===== src/rtl/mac_vec_ctrl_pkg.sv =====
// Shared types and defaults for the MAC vector sequencer.
// The drain depth is the operand-path latency from last read to last MAC pair.
package mac_vec_ctrl_pkg;

    localparam int DATA_W_DFLT = 8;
    localparam int ACC_W_DFLT  = 32;
    localparam int ADDR_W_DFLT = 6;
    localparam int DRAIN_DEPTH = 2;

    typedef enum logic [2:0] {
        ST_IDLE     = 3'd0,
        ST_FETCH    = 3'd1,
        ST_DRAIN    = 3'd2,
        ST_WAIT_MAC = 3'd3,
        ST_OUT      = 3'd4
    } ctrl_state_t;

endpackage


===== src/rtl/mac_operand_stage.sv =====
// One-cycle register between the operand buffers and the MAC inputs.
// Operands are forced to zero whenever the MAC is not enabled.
module mac_operand_stage
    import mac_vec_ctrl_pkg::*;
#(
    parameter int DATA_W = DATA_W_DFLT
) (
    input  logic              clk_i,
    input  logic              rst_i,
    input  logic              rd_vld_i,
    input  logic              rd_last_i,
    input  logic [DATA_W-1:0] in_data_i,
    input  logic [DATA_W-1:0] w_data_i,
    output logic              mac_enable_o,
    output logic [DATA_W-1:0] mac_input_o,
    output logic [DATA_W-1:0] mac_weight_o,
    output logic              mac_valid_o
);

    logic              r_enable;
    logic              r_valid;
    logic [DATA_W-1:0] r_input;
    logic [DATA_W-1:0] r_weight;

    // Capture the returned operand pair and its strobes.
    always_ff @(posedge clk_i) begin
        if (rst_i) begin
            r_enable <= 1'b0;
            r_valid  <= 1'b0;
            r_input  <= {DATA_W{1'b0}};
            r_weight <= {DATA_W{1'b0}};
        end else if (rd_vld_i) begin
            r_enable <= 1'b1;
            r_valid  <= rd_last_i;
            r_input  <= in_data_i;
            r_weight <= w_data_i;
        end else begin
            r_enable <= 1'b0;
            r_valid  <= 1'b0;
            r_input  <= {DATA_W{1'b0}};
            r_weight <= {DATA_W{1'b0}};
        end
    end

    assign mac_enable_o = r_enable;
    assign mac_valid_o  = r_valid;
    assign mac_input_o  = r_input;
    assign mac_weight_o = r_weight;

endmodule


===== src/rtl/mac_vec_ctrl.sv =====
// Sequencer for one MAC lane: fetches operand pairs, streams them to the MAC,
// then holds the accumulated result for a valid/ready consumer.
module mac_vec_ctrl
    import mac_vec_ctrl_pkg::*;
#(
    parameter int DATA_W = DATA_W_DFLT,
    parameter int ACC_W  = ACC_W_DFLT,
    parameter int ADDR_W = ADDR_W_DFLT,
    parameter int LEN_W  = ADDR_W + 1
) (
    input  logic              clk_i,
    input  logic              rst_i,
    input  logic              start_i,
    input  logic [LEN_W-1:0]  len_i,
    output logic              busy_o,
    output logic              rd_en_o,
    output logic [ADDR_W-1:0] rd_addr_o,
    input  logic [DATA_W-1:0] in_data_i,
    input  logic [DATA_W-1:0] w_data_i,
    output logic              mac_enable_o,
    output logic [DATA_W-1:0] mac_input_o,
    output logic [DATA_W-1:0] mac_weight_o,
    output logic              mac_valid_o,
    input  logic              mac_valid_i,
    input  logic [ACC_W-1:0]  mac_result_i,
    output logic [ACC_W-1:0]  result_o,
    output logic              result_valid_o,
    input  logic              result_ready_i
);

    localparam logic [LEN_W-1:0]  MAX_LEN    = {1'b1, {ADDR_W{1'b0}}};
    localparam logic [ADDR_W-1:0] ADDR_ONE   = {{(ADDR_W-1){1'b0}}, 1'b1};
    localparam logic [1:0]        DRAIN_LAST = 2'(DRAIN_DEPTH - 1);

    ctrl_state_t       r_state;
    ctrl_state_t       w_state_nxt;

    logic [ADDR_W-1:0] r_rd_addr;
    logic [ADDR_W-1:0] r_last_addr;
    logic [1:0]        r_drain_cnt;
    logic              r_rd_en;
    logic              r_busy;
    logic              r_res_valid;
    logic              r_rd_vld_d;
    logic              r_rd_last_d;
    logic [ACC_W-1:0]  r_result;

    logic [ADDR_W-1:0] w_last_addr;
    logic              w_len_zero;
    logic              w_len_sat;
    logic              w_addr_last;
    logic              w_drain_done;
    logic              w_rd_en_nxt;
    logic              w_busy_nxt;
    logic              w_res_valid_nxt;

    // Oversized lengths clamp to the full buffer, i.e. last address all-ones.
    assign w_len_zero   = (len_i == {LEN_W{1'b0}});
    assign w_len_sat    = (len_i >= MAX_LEN);
    assign w_last_addr  = w_len_sat ? {ADDR_W{1'b1}} : (len_i[ADDR_W-1:0] - ADDR_ONE);
    assign w_addr_last  = (r_rd_addr == r_last_addr);
    assign w_drain_done = (r_drain_cnt == DRAIN_LAST);

    // State register.
    always_ff @(posedge clk_i) begin
        if (rst_i) begin
            r_state <= ST_IDLE;
        end else begin
            r_state <= w_state_nxt;
        end
    end

    // Next-state decode.
    always_comb begin
        w_state_nxt = r_state;
        case (r_state)
            ST_IDLE: begin
                if (start_i) begin
                    w_state_nxt = w_len_zero ? ST_OUT : ST_FETCH;
                end else begin
                    w_state_nxt = ST_IDLE;
                end
            end
            ST_FETCH: begin
                if (w_addr_last) begin
                    w_state_nxt = ST_DRAIN;
                end else begin
                    w_state_nxt = ST_FETCH;
                end
            end
            ST_DRAIN: begin
                if (w_drain_done) begin
                    w_state_nxt = ST_WAIT_MAC;
                end else begin
                    w_state_nxt = ST_DRAIN;
                end
            end
            ST_WAIT_MAC: begin
                if (mac_valid_i) begin
                    w_state_nxt = ST_OUT;
                end else begin
                    w_state_nxt = ST_WAIT_MAC;
                end
            end
            ST_OUT: begin
                if (result_ready_i) begin
                    w_state_nxt = ST_IDLE;
                end else begin
                    w_state_nxt = ST_OUT;
                end
            end
            default: begin
                w_state_nxt = ST_IDLE;
            end
        endcase
    end

    // Output decode from the upcoming state so the status outputs can be registered.
    always_comb begin
        w_rd_en_nxt     = 1'b0;
        w_busy_nxt      = 1'b0;
        w_res_valid_nxt = 1'b0;
        case (w_state_nxt)
            ST_FETCH: begin
                w_rd_en_nxt = 1'b1;
                w_busy_nxt  = 1'b1;
            end
            ST_DRAIN, ST_WAIT_MAC: begin
                w_busy_nxt = 1'b1;
            end
            ST_OUT: begin
                w_busy_nxt      = 1'b1;
                w_res_valid_nxt = 1'b1;
            end
            default: begin
                w_rd_en_nxt     = 1'b0;
                w_busy_nxt      = 1'b0;
                w_res_valid_nxt = 1'b0;
            end
        endcase
    end

    // Status outputs and the read-strobe delay aligned with returning data.
    always_ff @(posedge clk_i) begin
        if (rst_i) begin
            r_rd_en     <= 1'b0;
            r_busy      <= 1'b0;
            r_res_valid <= 1'b0;
            r_rd_vld_d  <= 1'b0;
            r_rd_last_d <= 1'b0;
        end else begin
            r_rd_en     <= w_rd_en_nxt;
            r_busy      <= w_busy_nxt;
            r_res_valid <= w_res_valid_nxt;
            r_rd_vld_d  <= r_rd_en;
            r_rd_last_d <= r_rd_en & w_addr_last;
        end
    end

    // Address counter, latched last address and drain counter.
    always_ff @(posedge clk_i) begin
        if (rst_i) begin
            r_rd_addr   <= {ADDR_W{1'b0}};
            r_last_addr <= {ADDR_W{1'b0}};
            r_drain_cnt <= 2'd0;
        end else begin
            case (r_state)
                ST_IDLE: begin
                    r_rd_addr   <= {ADDR_W{1'b0}};
                    r_drain_cnt <= 2'd0;
                    if (start_i) begin
                        r_last_addr <= w_last_addr;
                    end
                end
                ST_FETCH: begin
                    r_rd_addr <= w_addr_last ? {ADDR_W{1'b0}} : (r_rd_addr + ADDR_ONE);
                end
                ST_DRAIN: begin
                    r_drain_cnt <= w_drain_done ? 2'd0 : (r_drain_cnt + 2'd1);
                end
                default: begin
                    r_rd_addr   <= {ADDR_W{1'b0}};
                    r_drain_cnt <= 2'd0;
                end
            endcase
        end
    end

    // Result latch; a zero-length vector yields zero without involving the MAC.
    always_ff @(posedge clk_i) begin
        if (rst_i) begin
            r_result <= {ACC_W{1'b0}};
        end else if ((r_state == ST_IDLE) && start_i && w_len_zero) begin
            r_result <= {ACC_W{1'b0}};
        end else if ((r_state == ST_WAIT_MAC) && mac_valid_i) begin
            r_result <= mac_result_i;
        end
    end

    mac_operand_stage #(
        .DATA_W (DATA_W)
    ) u_operand_stage (
        .clk_i        (clk_i),
        .rst_i        (rst_i),
        .rd_vld_i     (r_rd_vld_d),
        .rd_last_i    (r_rd_last_d),
        .in_data_i    (in_data_i),
        .w_data_i     (w_data_i),
        .mac_enable_o (mac_enable_o),
        .mac_input_o  (mac_input_o),
        .mac_weight_o (mac_weight_o),
        .mac_valid_o  (mac_valid_o)
    );

    assign busy_o         = r_busy;
    assign rd_en_o        = r_rd_en;
    assign rd_addr_o      = r_rd_addr;
    assign result_o       = r_result;
    assign result_valid_o = r_res_valid;

endmodule


===== config.mk =====
export PLATFORM = sky130hd
export DESIGN_NAME = mac_vec_ctrl
export DESIGN_NICKNAME = d
export VERILOG_FILES = /design/src/rtl/mac_vec_ctrl_pkg.sv /design/src/rtl/mac_operand_stage.sv /design/src/rtl/mac_vec_ctrl.sv
export SDC_FILE = /design/constraint.sdc
export NUM_CORES = 1
export LEC_CHECK = 0
export CORE_MARGIN = 3
export CORE_UTILIZATION = 44
export DETAILED_ROUTE_END_ITERATION = 12
export PLACE_DENSITY = 0.89
export SETUP_SLACK_MARGIN = 0.05
export SLEW_MARGIN = 10
export SYNTH_ARGS = -nofsm -noshare
export SYNTH_HDL_FRONTEND = slang
export SYNTH_SLANG_ARGS = --single-unit

===== constraint.sdc =====
create_clock -name clk_i -period 3.1 [get_ports clk_i]
set_input_delay 0.62 -clock clk_i [delete_from_list [all_inputs] [get_ports clk_i]]
set_output_delay 0.62 -clock clk_i [all_outputs]
set_load 0.005 [all_outputs]

* Yosys cells after proc, flatten, opt, wreduce, memory -nomap -nowiden *
Index checks and enable logic that the tools add are counted.

word-level totals
  register bits = 72
  input bits = 60
  output and inout bits = 59
  logic and storage cells = 55

operators by class
  add/sub/neg operators = 3
  $lt $le $gt $ge = 1
  eq/ne operators = 10
  muxes and demuxes = 16
  bitwise logic cells = 2
  reductions and logical operators = 9

operator list
  operator                                             count
  case mux 3 bit (5 select lines)                      1
  equality test 3 x 2 -> 1 bit, second input constant  4
  two-way mux 3 bit                                    4
  two-way mux 6 bit                                    2
  case mux 6 bit (2 select lines)                      1
  >= comparator 7 bit, second input constant           1
  zero test 7 bit                                      1
  adder 6 x 1 -> 6 bit, second input constant          1
  equality test 3 x 1 -> 1 bit, second input constant  2
  equality test 3 bit, second input constant           2
  equality test 6 bit                                  1
  subtractor 6 x 1 -> 6 bit, second input constant     1
  two-way mux 1 bit                                    5
  two-way mux 2 bit                                    2
  case mux 2 bit (2 select lines)                      1
  OR reduction 2 bit                                   2
  OR reduction 4 bit                                   1
  logical AND 1 bit                                    3
  zero test 3 bit                                      1
  adder 2 x 1 -> 2 bit, second input constant          1
  equality test 2 x 1 -> 1 bit, second input constant  1
  AND reduction 2 bit                                  1
  AND 1 bit                                            1
  inverter 1 bit                                       1

* Depth between registers and ports, before layout *
Gate-level depths: netlist of run 1.

  word-level depth = 7
  depth in mapped cells = 7
  depth with buffers taken out = 6

* Cells and area by module *
A second synthesis of run 1 with hierarchy kept.

unflattened totals
  cells, all modules = 289
  area total of the unflattened synthesis = 2705.1 um^2

by module, submodules not included
  module             instances  cells an instance  area an instance (um^2)  seq. area each (um^2)
  mac_vec_ctrl       1          251                2168.3                   1081.0
  mac_operand_stage  1          38                 536.8                    360.3

* Least setup slack after synthesis of run 1 *
No wires, ideal clock.

  path type = input-to-reg
  from = input port len_i[0]
  to = register r_result[0], in the netlist result_o[0]
  setup time = 116 ps
  arrival time = 1657 ps
  required time = 2984 ps
  path slack = 1328 ps
  stages = 7
  buffers on the path = 1
  path through = inv_1 ha_1 nor3b_1 nand3_1 nand2b_1 buf_4 a21oi_1

on the way
  longest elaborated chain between the ends = 3

ends and longest elaborated chain
  element                              line                 text
  from (decl)                          mac_vec_ctrl.sv:14   input logic [LEN_W-1:0] len_i,
  zero test 7 bit                      mac_vec_ctrl.sv:58   assign w_len_zero = (len_i == {LEN_W{1'b0}});
  logical AND 1 bit                    mac_vec_ctrl.sv:193  end else if ((r_state == ST_IDLE) && start_i && w_len_zero) begin
  OR reduction 2 bit (no source line)  n/a
  to (signal assigned)                 mac_vec_ctrl.sv:192  r_result <= {ACC_W{1'b0}};
  to (signal assigned)                 mac_vec_ctrl.sv:194  r_result <= {ACC_W{1'b0}};
  to (signal assigned)                 mac_vec_ctrl.sv:196  r_result <= mac_result_i;
  to (decl)                            mac_vec_ctrl.sv:46   logic [ACC_W-1:0] r_result;

Every way passes these cells.
A chain may end at the register's enable or synchronous reset.

* Worst setup path in the final report of run 1 *
  from = input port len_i[0]
  to = register r_result[11], in the netlist result_o[11]

Same word-level chain as after synthesis.

==> impl_metrics.yaml, run 1 <==
outcome:
  status: "complete, no violations"
placement:
  place_congestion: 0.788
  place_ws_ns: 0.618
  placed_cells: 470
  hpwl_mm: 5.02
  dpl_cell_area_mm2: 0.00389
  port_buffers: 118
cells_and_area:
  multi_input_area_mm2: 0.00111
  fillers: 394
  areaGrowthSynthToFinish_pct: 55.8
  diodes: 0
  drive_gt1_share_pct: 6.04
  design_area_mm2: 0.00415
  nNetsFinal: 471
  final_cells: 486
  regArea_mm2: 0.00144
grt:
  track_usage_pct: 20.7
  antenna_found_initial: 0
  grt_pass1_vias: 2409
  grt_max_degree: 33
  overflow: 0
  grt_first_pass_wirelength_mm: 11.7
power_and_ir_drop:
  power_mw: 2.18
  p_per_area_mw_per_mm2: 527
  power.leakage_nw: 1.52
  clock_power_share_pct: 43.9
  power_frac_comb_pct: 11.1
  seqPwrFrac_pct: 45.0
  intPower_mw: 1.72
  p_switching_mw: 0.467
  ir_worst_vdd_uv: 358
  switching_share_pct: 21.4
clocking:
  cts-resized-gates: 0
  clockBufferDepth: 2
  htree_num_levels: 3
  cts_root_buf: "clkbuf_8"
  cts_hold_buf: 0
  clkSlewWorstSetupHoldPaths_ns: 0.08
  post_cts.repair.setup_buffers: 0
  cts.sinks: 72
  worstSkewPairLatency_ns: 0.34
  cts_made_buffers: 9
  tritoncts: "yes"
floorplanning:
  rows: 27
  fp.dieH_um: 83.8
  die_w_um: 83.8
  core-area_mm2: 0.00568
  initial_core_util_pct: 46.9
  dieArea_mm2: 0.00702
  io-pin-count: 119
min_path:
  hp-class: "reg2reg"
  hold_start: "r_rd_last_d"
  min_path_cells: 1
  holdPathEnd: "u_operand_stage.mac_valid_o"
setup_path:
  cp_cell_sequence: "clkdlybuf4s50_1, inv_1, ha_1, nor3b_1, nand3_1, nand2b_1, buf_4, a21oi_1"
  endpoint_kind: "register"
  cp.depth: 8
  r2r-end: "rd_addr_o[4]"
  critPathBufInv: 3
  timing.rr.start: "r_state[1]"
  critical_path_class: "in2reg"
  critPathMaxStageDelay_ns: 0.43
  ff2ff_setup_slack_ns: 1.34
  r2r_cells: 4
  path_max_fanout: 32
  worst_path_max_delay_cell: "clkdlybuf4s50_1"
  startpoint_type: "input port"
  critPathTopFamily: "buffers and inverters"
  crit_required_ns: 3.31
  arrival_ns: 2.35
synthesis:
  synth_fp_nets: 352
  syn_area_mm2: 0.00266
  async_flop_share_pct: 0
  synth.top_cells.by_count: "72 x dfxtp_1, 68 x nand2_1, 36 x a21oi_1"
  avgSynthCellArea_um2: 9.18
  synth.largest_area_cell: "dfxtp_1"
  yosysMostFrequentCell: "dfxtp_1"
  synthCells: 290
  synth_edf_count: 0
  yosys-top-cells-area: "dfxtp_1 54%, nand2_1 9.6%, a21oi_1 6.8%, and2_1 4.0%, xor2_1 3.6%"
  ys_seq_area_share_pct: 54.1
  netlist.area_leader.share_pct: 54.1
  yosys_warnings: 0
  ys.flop_type: "dfxtp_1"
  ys_ff_latch: 72
  ys_types: 38
routing:
  wirelength_mm: 7.15
  vias: 2406
  drtPass1Iterations: 4
  postRouteAntennaNets: 0
  wl_per_cell_um: 14.7
  first_iter_violations: 89
  viasPerCell: 4.95
  drc: 0
sta:
  min_period_over_period_pct: 68.9
  relSlewSlack_pct: 43.1
  setup_ws_ns: 0.964
  finalClockSkew_ns: 0.00675
  setup_tns_ns: 0
  rsz0062_at_grt: "false"
  layout_min_cycle_time_ns: 2.14
  fmax_mhz: 468
  tightest_slew_ns: 0.851
  setup_violations: 0
  slew_violations: 0
  finalHoldViolCount: 0
run:
  max_cap_violations: 0
==> metal layers <==
layer	share of wire, %	GRT usage [%]	vias up
li1	-	-	1208
met1	41	23.6	1105
met2	51	37.2	80
met5	0	0	-
met3	5.1	3.65	13
met4	2.2	10.1	0
==> sequential cells by signal, indices dropped and copies added (netlist names), 2 cells and up <==
| name | count |
|---|---|
| result_o | 32 |
| r_state | 3 |
| r_drain_cnt | 2 |
| rd_addr_o | 6 |
| u_operand_stage.mac_input_o | 8 |
| r_last_addr | 6 |
| u_operand_stage.mac_weight_o | 8 |
==> power by group through the flow <==
stage	registers [mW]	logic [mW]	clock network, mW
after global routing	0.985	0.265	1.00
final	0.982	0.242	0.960
after detailed placement	1.00	0.238	0
after floorplan	0.995	0.111	0
after global placement	1.00	0.230	0
after CTS	0.981	0.243	0.967
==> worst max path at each step <==
| stage | start | to | slack, ns |
|---|---|---|---|
| floorplan | len_i[0] | result_o[0] | 1.33 |
| global route | len_i[0] | result_o[11] | 0.75 |
| global placement | len_i[0] | result_o[28] | 0.68 |
| finish | len_i[0] | result_o[11] | 0.96 |
| CTS | len_i[0] | result_o[11] | 0.98 |
| detailed placement | len_i[0] | result_o[25] | 0.62 |
==> metrics by stage <==
stage                     hold slack (ns)  utilization [%]
after global placement              0.411             68.5
after detailed placement            0.411             68.5
after global routing                0.425             73.1
after CTS                           0.416             73.1
after floorplan                     0.406                -
final                               0.422             73.1
==> placed cells by master, fill, tap and decap left out, types with 5 or more instances in the layout <==
| cell | instances |
|---|---|
| a21oi_1 | 36 |
| dfxtp_1 | 72 |
| nand2_1 | 68 |
| buf_4 | 5 |
| inv_1 | 6 |
| a311oi_1 | 6 |
| xor2_1 | 11 |
| a211oi_1 | 8 |
| nor2_1 | 13 |
| clkdlybuf4s50_1 | 118 |
| clkbuf_8 | 9 |
| and2_1 | 17 |
==> layout make-up <==
cell class | count | share of cell area, %
tap | 72 | 2.17
inverter | 6 | 0.543
clock inverter | 5 | 3.11
clock buffer | 11 | 3.17
timing repair buffer | 123 | 29.4
sequential | 72 | 34.8
multi-input combinational | 197 | 26.9
==> cell families (layout without fill, tap and decap cells) <==
| kind of cell | Yosys count | in the layout | synth area share [%] |
|---|---|---|---|
| simple gates | 122 | 122 | 22.6 |
| flops | 72 | 72 | 54.1 |
| compound gates | 57 | 57 | 13.0 |
| buf+inv | 21 | 145 | 4.09 |
| xor+xnor | 15 | 15 | 4.93 |
| fa+ha+maj | 2 | 2 | 0.940 |
| mux | 1 | 1 | 0.376 |
==> worst reg2reg max path: stages, from the launching register on <==
cell and delay (ns):
dfxtp_1 0.49, or3b_1 0.64, nand4_1 0.23, xor2_1 0.09
a211oi_1 0.22
(Power assumes the default switching activity.)
==> inputs of run 2 (changes only) <==
Settings changed: CORE_UTILIZATION 44 to 37, PLACE_DENSITY 0.89 to 0.8.
Clock period 3.1 ns to 1.9 ns, I/O delays scaled along.
==> run 2 against run 1 <==
Effect of this change: sequential power is 63% higher; largest power group unchanged; critical path depth stayed put; global-route usage is 4.7 points lower; register-to-register slack worse by 1.1 ns; critical endpoint is now rd_en_o; wire length is 10% lower.
==> impl_metrics.yaml, run 2 (same netlist as run 1, synthesis figures left out) <==
cells_and_area:
  largest_reg_flops: 32
  areaGrowthSynthToFinish_pct: 56.8
  final_common_cell: "clkdlybuf4s50_1"
  final_cells: 515
  drive_gt1_share_pct: 7.40
  nNetsFinal: 477
  final_cell_mix: "118 x clkdlybuf4s50_1, 72 x dfxtp_1, 68 x nand2_1"
  diodes: 0
grt:
  track_usage_pct: 16.0
  grt_pass1_vias: 2315
  grt_first_pass_wirelength_mm: 10.8
  overflow: 0
  grt_max_degree: 33
  antenna_found_initial: 0
setup_path:
  ff2ff_setup_slack_ns: 0.23
  timing.rr.start: "r_state[1]"
  endpoint_kind: "register"
  startpoint_type: "input port"
  r2r-end: "rd_addr_o[5]"
  arrival_ns: 2.02
  path_max_fanout: 3
  crit_required_ns: 2.13
  r2r_cells: 4
  critical_path_class: "in2reg"
floorplanning:
  initial_core_util_pct: 38.8
  rows: 30
  die_w_um: 90.8
  dieArea_mm2: 0.00825
  io-pin-count: 119
  core-area_mm2: 0.00687
  fp.dieH_um: 90.8
sta:
  finalClockSkew_ns: 0.00508
  fmax_mhz: 558
  min_period_over_period_pct: 94.3
  rsz0062_at_grt: "true"
  fin_hold_ws_ns: 0.447
  setup_violations: 0
  tightest_slew_ns: 0.814
  finalHoldViolCount: 0
  relSlewSlack_pct: 45.6
  layout_min_cycle_time_ns: 1.79
  slew_violations: 0
routing:
  first_iter_violations: 74
  wirelength_mm: 6.43
  dr_wl_met3_um: 302
  viasPerCell: 4.63
  wl_per_cell_um: 12.5
  postRouteAntennaNets: 0
  dr_wl_met2_mm: 3.27
  vias: 2387
  drt-met1-wl_mm: 2.79
  top_layer: "met4"
  drtPass1Iterations: 4
  drc: 0
placement:
  port_buffers: 118
  place_congestion: 0.820
  placed_cells: 500
  hpwl_mm: 4.80
clocking:
  cts_root_buf: "clkbuf_8"
  worstSkewPairLatency_ns: 0.33
  post_cts.repair.setup_buffers: 0
  tritoncts: "yes"
  htree_num_levels: 3
  cts-resized-gates: 0
  clockBufferDepth: 2
  cts_made_buffers: 9
  clkSlewWorstSetupHoldPaths_ns: 0.07
  cts.sinks: 72
power_and_ir_drop:
  p_per_area_mw_per_mm2: 753
  power.leakage_nw: 1.53
  ir_worst_vdd_uv: 344
  power_mw: 3.15
min_path:
  min_path_cells: 1
  hold_start: "r_rd_last_d"
  hp-class: "reg2reg"
  holdPathEnd: "u_operand_stage.mac_valid_o"
outcome:
  status: "complete, no violations"
run:
  max_cap_violations: 0
-- run 2: cell count changes in the layout (fill, tap and decap cells not counted), sizes merged --
cell    before  now
clkinv       1    3
bufinv       4    1
buf          5   11
-- run 2: layout make-up --
type,instances,area [um^2]
clock inverter,4,45.0
multi-input combinational,197,1110
clock buffer,11,141
timing repair buffer,129,1290
sequential,72,1440
fill,606,2700
tap,96,120
inverter,6,22.5
-- run 2: through the flow --
stage / TNS, ns / instance area [um^2] / utilization, % / setup WS, ns
floorplan: 0 / 2660 / - / 0.368
global placement: -2.33 / 3990 / 58.1 / -0.101
detailed placement: -4.76 / 3990 / 58.1 / -0.152
CTS: 0 / 4170 / 60.8 / 0.119
global route: 0 / 4170 / 60.8 / 0.0289
finish: 0 / 4170 / 60.8 / 0.109
-- run 2: worst max-delay path, stage by stage --
cell and delay [ns]:
clkdlybuf4s50_1 0.47, inv_1 0.04, ha_1 0.20, nor3b_1 0.14, buf_4 0.14, nand3_1 0.11, a21bo_1 0.24, nor4_1 0.29
-- run 2: repair_timing --
item | in CTS | in global routing
endpoints found under the setup margin | 0 | 2
hold endpoints to repair | 0 | 0
hold buffers | 0 | 0
-- run 2: per-layer routing --
layer  track usage (%)  vias up
met4              6.91        0
met5                 0        -
met1              18.6     1094
li1                  -     1212
met2              27.9       74
met3              4.00        7
-- run 2: worst max-delay path by stage --
| stage | from | end | slack (ns) | cells after the start |
|---|---|---|---|---|
| after global placement | len_i[0] | rd_en_o | -0.10 | 8 |
| after floorplan | len_i[0] | result_o[0] | 0.37 | 7 |
| final | len_i[0] | rd_en_o | 0.11 | 8 |
| after CTS | len_i[0] | rd_en_o | 0.12 | 8 |
| after detailed placement | len_i[0] | rd_en_o | -0.15 | 8 |
| after global routing | len_i[0] | rd_en_o | 0.03 | 8 |
-- run 2: power breakdown --
part           switching, mW  internal (mW)  leakage [nW]  total, mW
combinational          0.156          0.243         0.851      0.398
sequential            0.0378           1.56         0.583       1.60
clock                  0.519          0.629        0.0989       1.15
==> inputs of run 3 (changes only) <==
Settings changed: CORE_MARGIN 3 to unset, SETUP_SLACK_MARGIN 0.05 to 0.5.
Clock period 1.9 ns to 1.55 ns, I/O delays scaled along.
==> run 3 against run 2 <==
Effect of this change: power rose by 37%; highest routed layer unchanged; utilization grew 11 points; clock-buffer cell count decreased by 1; critical path depth is 1 lower; via count up 13%; non-clock buffer count grew 40; die area decreased by 8.6%; global-route usage is 4.6 points higher; largest cell class is now buffers; clock power grew 42%; hold slack worse by 0.14 ns; clock skew rose by 0.0089 ns; combinational power up 83%.
==> impl_metrics.yaml, run 3 (same netlist as run 1, synthesis figures left out) <==
outcome:
  status: "complete, no violations"
grt:
  grt_max_degree: 33
  grt_pass1_vias: 2555
  grt_first_pass_wirelength_mm: 11.8
  track_usage_pct: 20.7
  antenna_found_initial: 0
  overflow: 0
clocking:
  cts.sinks: 72
  clockBufferDepth: 2
  htree_num_levels: 3
  worstSkewPairLatency_ns: 0.34
  tritoncts: "yes"
  cts_root_buf: "clkbuf_8"
  cts_hold_buf: 0
  clkSlewWorstSetupHoldPaths_ns: 0.08
  cts_made_buffers: 9
placement:
  placed_cells: 503
  port_buffers: 118
  hpwl_mm: 4.61
  place_congestion: 0.783
  place_ws_ns: -0.391
sta:
  slew_violations: 0
  setup_ws_ns: 0.0651
  min_period_over_period_pct: 95.8
  relSlewSlack_pct: 76.9
  fmax_mhz: 673
  rsz0062_at_grt: "true"
  finalClockSkew_ns: 0.0140
  layout_min_cycle_time_ns: 1.48
  tightest_slew_ns: 0.343
  finalHoldViolCount: 0
  setup_tns_ns: 0
  setup_violations: 0
power_and_ir_drop:
  power.leakage_nw: 2.01
  power_frac_comb_pct: 16.8
  p_per_area_mw_per_mm2: 883
  switching_share_pct: 24.1
  ir_worst_vdd_uv: 476
  power_mw: 4.32
  seqPwrFrac_pct: 45.5
  clock_power_share_pct: 37.7
  intPower_mw: 3.28
  p_switching_mw: 1.04
floorplanning:
  core-area_mm2: 0.00687
  die_w_um: 86.8
  fp.dieH_um: 86.8
  dieArea_mm2: 0.00754
  initial_core_util_pct: 38.8
  rows: 30
  io-pin-count: 119
min_path:
  hp-class: "in2reg"
routing:
  drt-met1-wl_mm: 3.43
  wirelength_mm: 8.34
  first_iter_violations: 104
  dr_wl_met3_um: 406
  wl_per_cell_um: 15.0
  dr_wl_met2_mm: 4.32
  postRouteAntennaNets: 0
  drc: 0
  viasPerCell: 4.85
  top_layer: "met4"
  drtPass1Iterations: 4
  vias: 2694
cells_and_area:
  nNetsFinal: 518
  diodes: 0
  final_common_cell: "nand2_1"
  areaGrowthSynthToFinish_pct: 84.0
  final_cells: 556
  largest_reg_flops: 32
  drive_gt1_share_pct: 52.8
  utilization_pct: 71.3
  final_cell_mix: "66 x nand2_1, 54 x clkdlybuf4s50_1, 39 x dfxtp_2"
setup_path:
  crit_required_ns: 1.79
  startpoint_type: "input port"
  path_max_fanout: 7
  critical_path_class: "in2reg"
  arrival_ns: 1.72
  endpoint_kind: "register"
run:
  max_cap_violations: 0
[run 3: worst max-delay path, cell delays in order]
cell and delay (ns):
clkdlybuf4s50_1 0.45, nor4b_4 0.27, buf_4 0.18, buf_8 0.11
buf_6 0.12, nor2_1 0.04, a311oi_1 0.22
[run 3: per-stage QoR]
| stage | hold WS, ns | instance area [um^2] |
|---|---|---|
| 2_1_floorplan | 0.389 | 2690 |
| 3_3_place_gp | 0.417 | 4040 |
| 3_5_place_dp | 0.417 | 4040 |
| 4_1_cts | 0.291 | 4660 |
| 5_1_grt | 0.306 | 4900 |
| 6_report | 0.308 | 4900 |
[run 3: path summary, 6_finish.rpt]
path	from	endpoint	slack (ns)	cells past startpoint
min reg2reg	r_rd_last_d	u_operand_stage.mac_valid_o	0.43	1
min	len_i[0]	r_last_addr[0]	0.31	3
max reg2reg	r_state[1]	r_last_addr[0]	0.07	6
max	start_i	r_last_addr[0]	0.07	7
[run 3: cell type report]
cell class	count	area, um^2
clock inverters	5	81.3
well taps	96	120
fillers	482	1970
repair buffers	169	1600
inverters	6	22.5
flip-flops and latches	72	1520
multi-input cells	198	1420
clock buffers	10	138
[run 3: repair_timing]
action | 4_1_cts | 5_1_grt
setup endpoints to repair | 130 | 112
buffers inserted | 26 | 7
hold endpoints to repair | 0 | 0
pin swaps | 11 | 8
gates resized for setup | 342 | 58
gates cloned | 4 | 1
[run 3: power groups by stage]
| stage | sequential (mW) | combinational (mW) | clock [mW] |
|---|---|---|---|
| floorplan | 1.99 | 0.227 | 0 |
| global placement | 2.00 | 0.491 | 0 |
| detailed placement | 2.00 | 0.498 | 0 |
| CTS | 1.95 | 0.638 | 1.64 |
| global route | 1.97 | 0.771 | 1.75 |
| finish | 1.97 | 0.727 | 1.63 |
[run 3: layer usage]
metal | vias up | GRT usage (%)
li1 | 1296 | -
met5 | - | 0
met3 | 17 | 3.43
met1 | 1282 | 23.9
met4 | 0 | 9.85
met2 | 99 | 36.9
